[config.mk]
export PLATFORM = sky130hd
export DESIGN_NAME = pc_gen
export DESIGN_NICKNAME = d
export VERILOG_FILES = /design/src/rtl/pc_pkg.sv /design/src/rtl/pc_ras.sv /design/src/rtl/pc_gen.sv
export SDC_FILE = /design/constraint.sdc
export NUM_CORES = 1
export LEC_CHECK = 0
export ABC_AREA = 1
export BUFFER_PORTS_ARGS = -buffer_cell sky130_fd_sc_hd__buf_2
export CAP_MARGIN = 10
export CORE_UTILIZATION = 53
export CTS_CLUSTER_SIZE = 10
export DETAILED_ROUTE_END_ITERATION = 8
export PLACE_DENSITY = 0.82
export SKIP_CTS_REPAIR_TIMING = 1
export SLEW_MARGIN = 5
export SYNTH_ARGS = -nofsm -noshare
export SYNTH_HDL_FRONTEND = slang
export SYNTH_SLANG_ARGS = --single-unit
[constraint.sdc]
create_clock -name clk -period 3.7 [get_ports clk]
set_clock_uncertainty 0.15 [all_clocks]
set_input_delay 0.74 -clock clk [delete_from_list [all_inputs] [get_ports clk]]
set_output_delay 0.74 -clock clk [all_outputs]
set_load 0.05 [all_outputs]
[src/rtl/pc_pkg.sv]
// pc_pkg: shared definitions for the TURTLE fetch-stage PC generator.
//   pc_sel_e             - next-PC source select encoding
//   MTVEC_MODE_DIRECT    - mtvec[1:0] value for direct trap mode
//   MTVEC_MODE_VECTORED  - mtvec[1:0] value for vectored trap mode
package pc_pkg;

  typedef enum logic [2:0] {
    PC_HOLD   = 3'd0,
    PC_SEQ    = 3'd1,
    PC_JAL    = 3'd2,
    PC_JALR   = 3'd3,
    PC_BRANCH = 3'd4,
    PC_TRAP   = 3'd5,
    PC_MRET   = 3'd6,
    PC_RET    = 3'd7
  } pc_sel_e;

  localparam logic [1:0] MTVEC_MODE_DIRECT   = 2'b00;
  localparam logic [1:0] MTVEC_MODE_VECTORED = 2'b01;

endpackage

[src/rtl/pc_ras.sv]
// pc_ras: circular return-address stack.
//   clk, reset  - clock, synchronous active-high reset
//   push        - write push_data as the new top (oldest entry lost when full)
//   pop         - discard top (no-op when empty)
//   replace     - overwrite top in place, count unchanged
//   push_data   - return address to store
//   top         - current top entry (combinational, meaningful when count>0)
//   count       - number of valid entries, saturates at DEPTH
module pc_ras #(
  parameter int DEPTH = 4,
  parameter int XLEN  = 32
) (
  input  logic                     clk,
  input  logic                     reset,
  input  logic                     push,
  input  logic                     pop,
  input  logic                     replace,
  input  logic [XLEN-1:0]          push_data,
  output logic [XLEN-1:0]          top,
  output logic [$clog2(DEPTH):0]   count
);

  localparam int PW = $clog2(DEPTH);
  localparam int CW = PW + 1;

  logic [XLEN-1:0] mem [DEPTH];
  logic [PW-1:0]   ptr;
  logic [PW-1:0]   ptr_inc;

  // DEPTH is a power of two, so the pointer wraps naturally.
  assign ptr_inc = ptr + PW'(1);
  assign top     = mem[ptr];

  always_ff @(posedge clk) begin
    if (reset) begin
      ptr   <= '0;
      count <= '0;
    end else if (push) begin
      ptr <= ptr_inc;
      if (count != CW'(DEPTH)) count <= count + CW'(1);
    end else if (pop && !replace && count != '0) begin
      ptr   <= ptr - PW'(1);
      count <= count - CW'(1);
    end
  end

  // Storage carries no reset; entries beyond count are never consumed.
  always_ff @(posedge clk) begin
    if (!reset) begin
      if (push)         mem[ptr_inc] <= push_data;
      else if (replace) mem[ptr]     <= push_data;
    end
  end

endmodule

[src/rtl/pc_gen.sv]
// pc_gen: fetch program-counter generator.
//   clk, reset            - clock, synchronous active-high reset
//   stall                 - hold PC (TRAP still proceeds)
//   pc_sel                - next-PC source (see pc_pkg::pc_sel_e)
//   inst_len16            - current instruction is 16-bit (C_EXT only)
//   is_call               - JAL/JALR/RET writes a link register: push RAS
//   alu_out               - JALR target before LSB clear
//   imm_j, imm_b          - jump / branch immediates
//   take_branch           - branch condition
//   csr_mtvec, csr_mepc   - trap vector / trap return PC
//   trap_irq, trap_cause  - trap kind and cause code
//   pc_out, pc_seq_out    - current PC and its fall-through link value
//   redirect              - last cycle committed a non-sequential PC
//   misaligned, bad_target- last attempted target faulted, and its value
//   ras_count             - valid RAS entries
module pc_gen
  import pc_pkg::*;
#(
  parameter int              XLEN         = 32,
  parameter logic [XLEN-1:0] RESET_VECTOR = 'h4,
  parameter bit              C_EXT        = 1'b1,
  parameter int              RAS_DEPTH    = 4
) (
  input  logic                         clk,
  input  logic                         reset,
  input  logic                         stall,
  input  logic [2:0]                   pc_sel,
  input  logic                         inst_len16,
  input  logic                         is_call,
  input  logic [XLEN-1:0]              alu_out,
  input  logic [XLEN-1:0]              imm_j,
  input  logic [XLEN-1:0]              imm_b,
  input  logic                         take_branch,
  input  logic [XLEN-1:0]              csr_mtvec,
  input  logic [XLEN-1:0]              csr_mepc,
  input  logic                         trap_irq,
  input  logic [4:0]                   trap_cause,
  output logic [XLEN-1:0]              pc_out,
  output logic [XLEN-1:0]              pc_seq_out,
  output logic                         redirect,
  output logic                         misaligned,
  output logic [XLEN-1:0]              bad_target,
  output logic [$clog2(RAS_DEPTH):0]   ras_count
);

  pc_sel_e         sel;
  logic [XLEN-1:0] step;
  logic [XLEN-1:0] jalr_tgt;
  logic [XLEN-1:0] trap_base;
  logic [XLEN-1:0] trap_tgt;
  logic [XLEN-1:0] ras_top;
  logic [XLEN-1:0] target;
  logic            chk_align;
  logic            is_flow;
  logic            want_push, want_pop, want_replace;
  logic            target_bad;
  logic            active;
  logic            commit;
  logic            fault;
  logic            ras_nonempty;

  assign sel          = pc_sel_e'(pc_sel);
  assign step         = (C_EXT && inst_len16) ? XLEN'(2) : XLEN'(4);
  assign pc_seq_out   = pc_out + step;
  assign jalr_tgt     = alu_out & ~XLEN'(1);
  assign trap_base    = csr_mtvec & ~XLEN'(3);
  assign trap_tgt     = (csr_mtvec[1:0] == MTVEC_MODE_VECTORED && trap_irq)
                        ? trap_base + XLEN'({trap_cause, 2'b00}) : trap_base;
  assign ras_nonempty = (ras_count != '0);

  always_comb begin
    target       = pc_out;
    chk_align    = 1'b0;
    is_flow      = 1'b0;
    want_push    = 1'b0;
    want_pop     = 1'b0;
    want_replace = 1'b0;
    case (sel)
      PC_HOLD: target = pc_out;
      PC_SEQ:  target = pc_seq_out;
      PC_JAL: begin
        target    = pc_out + imm_j;
        chk_align = 1'b1;
        is_flow   = 1'b1;
        want_push = is_call;
      end
      PC_JALR: begin
        target    = jalr_tgt;
        chk_align = 1'b1;
        is_flow   = 1'b1;
        want_push = is_call;
      end
      PC_BRANCH: begin
        target    = take_branch ? pc_out + imm_b : pc_seq_out;
        chk_align = take_branch;
        is_flow   = take_branch;
      end
      PC_TRAP: begin
        target  = trap_tgt;
        is_flow = 1'b1;
      end
      PC_MRET: begin
        target  = csr_mepc;
        is_flow = 1'b1;
      end
      PC_RET: begin
        target    = ras_nonempty ? ras_top : jalr_tgt;
        chk_align = 1'b1;
        is_flow   = 1'b1;
        // A RET that also links behaves as pop-then-push.
        want_pop     = !is_call && ras_nonempty;
        want_replace = is_call && ras_nonempty;
        want_push    = is_call && !ras_nonempty;
      end
      default: target = pc_out;
    endcase
  end

  assign target_bad = chk_align && (C_EXT ? target[0] : (target[1:0] != 2'b00));
  assign active     = (sel == PC_TRAP) || !stall;
  assign fault      = active && target_bad;
  assign commit     = active && !target_bad;

  pc_ras #(.DEPTH(RAS_DEPTH), .XLEN(XLEN)) u_ras (
    .clk       (clk),
    .reset     (reset),
    .push      (commit && want_push),
    .pop       (commit && want_pop),
    .replace   (commit && want_replace),
    .push_data (pc_seq_out),
    .top       (ras_top),
    .count     (ras_count)
  );

  always_ff @(posedge clk) begin
    if (reset) begin
      pc_out     <= RESET_VECTOR;
      redirect   <= 1'b0;
      misaligned <= 1'b0;
      bad_target <= '0;
    end else begin
      redirect   <= commit && is_flow;
      misaligned <= fault;
      if (fault)  bad_target <= target;
      if (commit) pc_out     <= target;
    end
  end

endmodule

==> flow_summary_export.csv <==
group,metric,value,unit
run_status,status,"finished, final reports clean",
global_route,grt_max_degree,54,
clock_tree,clk_latency,530,ps
synthesis,yosys.area.top_type,"edfxtp_1",
finish,nets,3127,
hold_path,hold_class,"reg2reg",
critical_path,worstReg2RegEnd,"u_ras.mem[3][6]",
critical_path,crit_family,"simple AND/OR/NAND/NOR gates",
finish,area_growth,17.44,%
clock_tree,cts-root-buf,"clkbuf_16",
synthesis,yosysMostFrequentCell,"nand2_1",
finish,final_util,0.6405,
sta,timing.hold.ws,322.1,ps
critical_path,path_cells,"nand2_1 -> nor2_1 -> nand2_1 -> nor2_1 -> nand2_1 -> nand2_1 -> nand2_1 -> inv_1 -> buf_2",
critical_path,crit_fanout,7,
route,dr.pass1.iters,6,
die,die_y,177.8,um
hold_path,hp-start,"bad_target[0]",
clock_tree,clock-sinks,201,
route,avgViaCountPerCell,5.726,
synthesis,netlist.area_leader.share,0.2347,
synthesis,yosys_warnings,0,
sta,slew-limit-headroom,0.4362,
critical_path,cpMostUsedCell,"nand2_1",
critical_path,worstPathRequired,2810,ps
route,drtIter0Drc,2063,
die,pin_count,276,
route,vias,18770,
critical_path,worst_ep_arrival_time,2730,ps
synthesis,syn_inst,2585,
clock_tree,numCtsBuffers,24,
sta,grt_setup_unrepaired,"false",
die,die_w,177.8,um
clock_tree,h-tree-depth,1,
synthesis,yosys-top-cells-area,"edfxtp_1 (23%), nand2_1 (18%), dfxtp_1 (8.9%)",
global_route,antenna_found_initial,2,
synthesis,ys.flop_type,"edfxtp_1",
placement,portBuffers,274,
critical_path,criticalPathCategory,"reg2out",
route,ant_nets,0,
synthesis,ys_seq_area_frac,0.3239,
global_route,overflow,0,
sta,worst_pin_slew,844.8,ps
critical_path,regToRegSetupSlack,580,ps
critical_path,startpoint_type,"register",
hold_path,min_path_cells,1,
critical_path,crit_path_end_kind,"output port",
synthesis,synth.distinct_cells,54,
die,die_area,0.03161,mm^2
synthesis,ys_top_cells_by_count,"nand2_1 (768), nor2_1 (378), inv_1 (357)",
sta,fin_crit_sh,0.9774,
sta,fmax,0.2765,GHz
synthesis,synthArstFlopShare,0,
synthesis,synth_fp_nets,2834,
die,start_util,0.5453,
synthesis,syn-cell-area,0.01638,mm^2
critical_path,slowest_stage,"dfxtp_1",
sta,finalMaxSlewViolations,0,
placement,hpwl,53930,um
critical_path,critPathMaxStageDelay,620,ps
critical_path,path_buf_inv,2,
die,core,0.03003,mm^2
synthesis,synth-seq-cells,201,
critical_path,ff2ff_path_depth,11,
sta,hold_viol_final,0,
global_route,grt_pass1_vias,17400,
hold_path,hold_end,"bad_target[0]",
pwr,p_leak,9.824,nW
flow_run,maxCapViolCount,0,
synthesis,syn_avg_cell_area,6.336,um^2
route,routed_wl,67470,um
sta,setup_viol,0,
clock_tree,path_clk_slew,60,ps
global_route,grt_pass1_wl,98790,um
finish,drive_gt1_frac,0.1518,
route,route.detailed.drc,0,
clock_tree,cts_buffer_depth,3,
pwr,powerDensity,401.7,mW/mm^2
clock_tree,cts_tree,"built",
global_route,grtUsageTotal,0.4207,
route,wl_per_cell,20.58,um
die,rows,63,
pwr,ir_worst_vdd,0.2751,mV
placement,gp_congestion,1.066,
synthesis,synth-edff-count,128,
finish,fillers,2790,
sta,fin_crit,3616,ps
-- sequential cells by signal, indices dropped and copies added (netlist names), named ones only --
register and flops:
bad_target 32, misaligned 1, pc_out 32, redirect 1, u_ras.count 3, u_ras.mem 128
u_ras.ptr 2
-- logic make-up (layout without fill, tap and decap cells) --
group | Yosys count | in the layout | share of synthesized area
other cells | 0 | 2 | 0
xor+xnor | 26 | 26 | 0.01390
flops | 201 | 201 | 0.3239
compound gates | 391 | 391 | 0.1306
fa+ha+maj | 74 | 74 | 0.05882
buf+inv | 439 | 740 | 0.1041
simple gates | 1454 | 1454 | 0.3687
-- worst reg2reg max path, cell delays in order (launching register included) --
cell      delay (ps)
dfxtp_2          510
clkinv_1         300
o21ai_0          290
nand2_1          100
nand2_1           90
nand3_2          130
nand2_4          130
nand4_2          150
xor2_1           230
nand2_1          130
nor2_2           300
buf_12           250
-- per-stage QoR --
| step | setup TNS [ps] | std cells | cell area, um^2 | setup slack [ps] | total power [mW] |
|---|---|---|---|---|---|
| after floorplan | -27760 | 2585 | 16380 | -225.8 | 4.471 |
| after global placement | 0 | 3242 | 18490 | 208.9 | 5.457 |
| after detailed placement | 0 | 3242 | 18490 | 156.9 | 5.506 |
| after CTS | -112.4 | 3276 | 19190 | -69.91 | 7.642 |
| after global routing | 0 | 3278 | 19230 | 3.840 | 8.028 |
| final | 0 | 3278 | 19230 | 83.80 | 7.726 |
-- power by group --
group	internal, mW	switching (mW)	total, mW
registers	2.51	0.162	2.67
clock network	1.28	0.883	2.16
logic	0.824	2.07	2.89
total	4.61	3.11	7.73
-- how the worst max path moves through the flow --
stage | start | endpoint | slack (ps) | depth (start not counted)
after floorplan | pc_out[0] | u_ras.mem[0][0] | -230 | 10
after global placement | inst_len16 | pc_seq_out[10] | 210 | 10
after detailed placement | inst_len16 | pc_seq_out[19] | 160 | 11
after CTS | pc_out[1] | pc_seq_out[17] | -70 | 9
after global routing | pc_out[15] | pc_seq_out[28] | 4 | 9
final | pc_out[15] | pc_seq_out[20] | 80 | 9
-- cells in the final DEF (no fill, tap or decap), drive strengths merged, types with 35 or more instances in the layout --
master,count
nand2,771
nor2,384
inv,364
buf,337
o21ai,199
nand3,190
edfxtp,128
a21oi,127
dfxtp,73
ha,69
nand4,41
clkbuf,35
-- layer usage --
metal  GRT usage  part of all wire
met5           0                 0
met4      0.2450             0.068
met3     0.05998             0.099
met2      0.7100              0.46
met1      0.5101              0.37
-- area by class of cell --
class / count / area, um^2 / area share
Clock buffer: 32 / 650.6 / 0.03383
Antenna cell: 2 / 5.005 / 0.0002602
Sequential cell: 201 / 5319 / 0.2765
Inverter: 366 / 1374 / 0.07142
Tap cell: 390 / 488.0 / 0.02537
Multi-Input combinational cell: 1945 / 9403 / 0.4888
Timing Repair Buffer: 340 / 1949 / 0.1013
Clock inverter: 2 / 46.29 / 0.002407
Note: power is estimated with default switching activity, not from simulation.
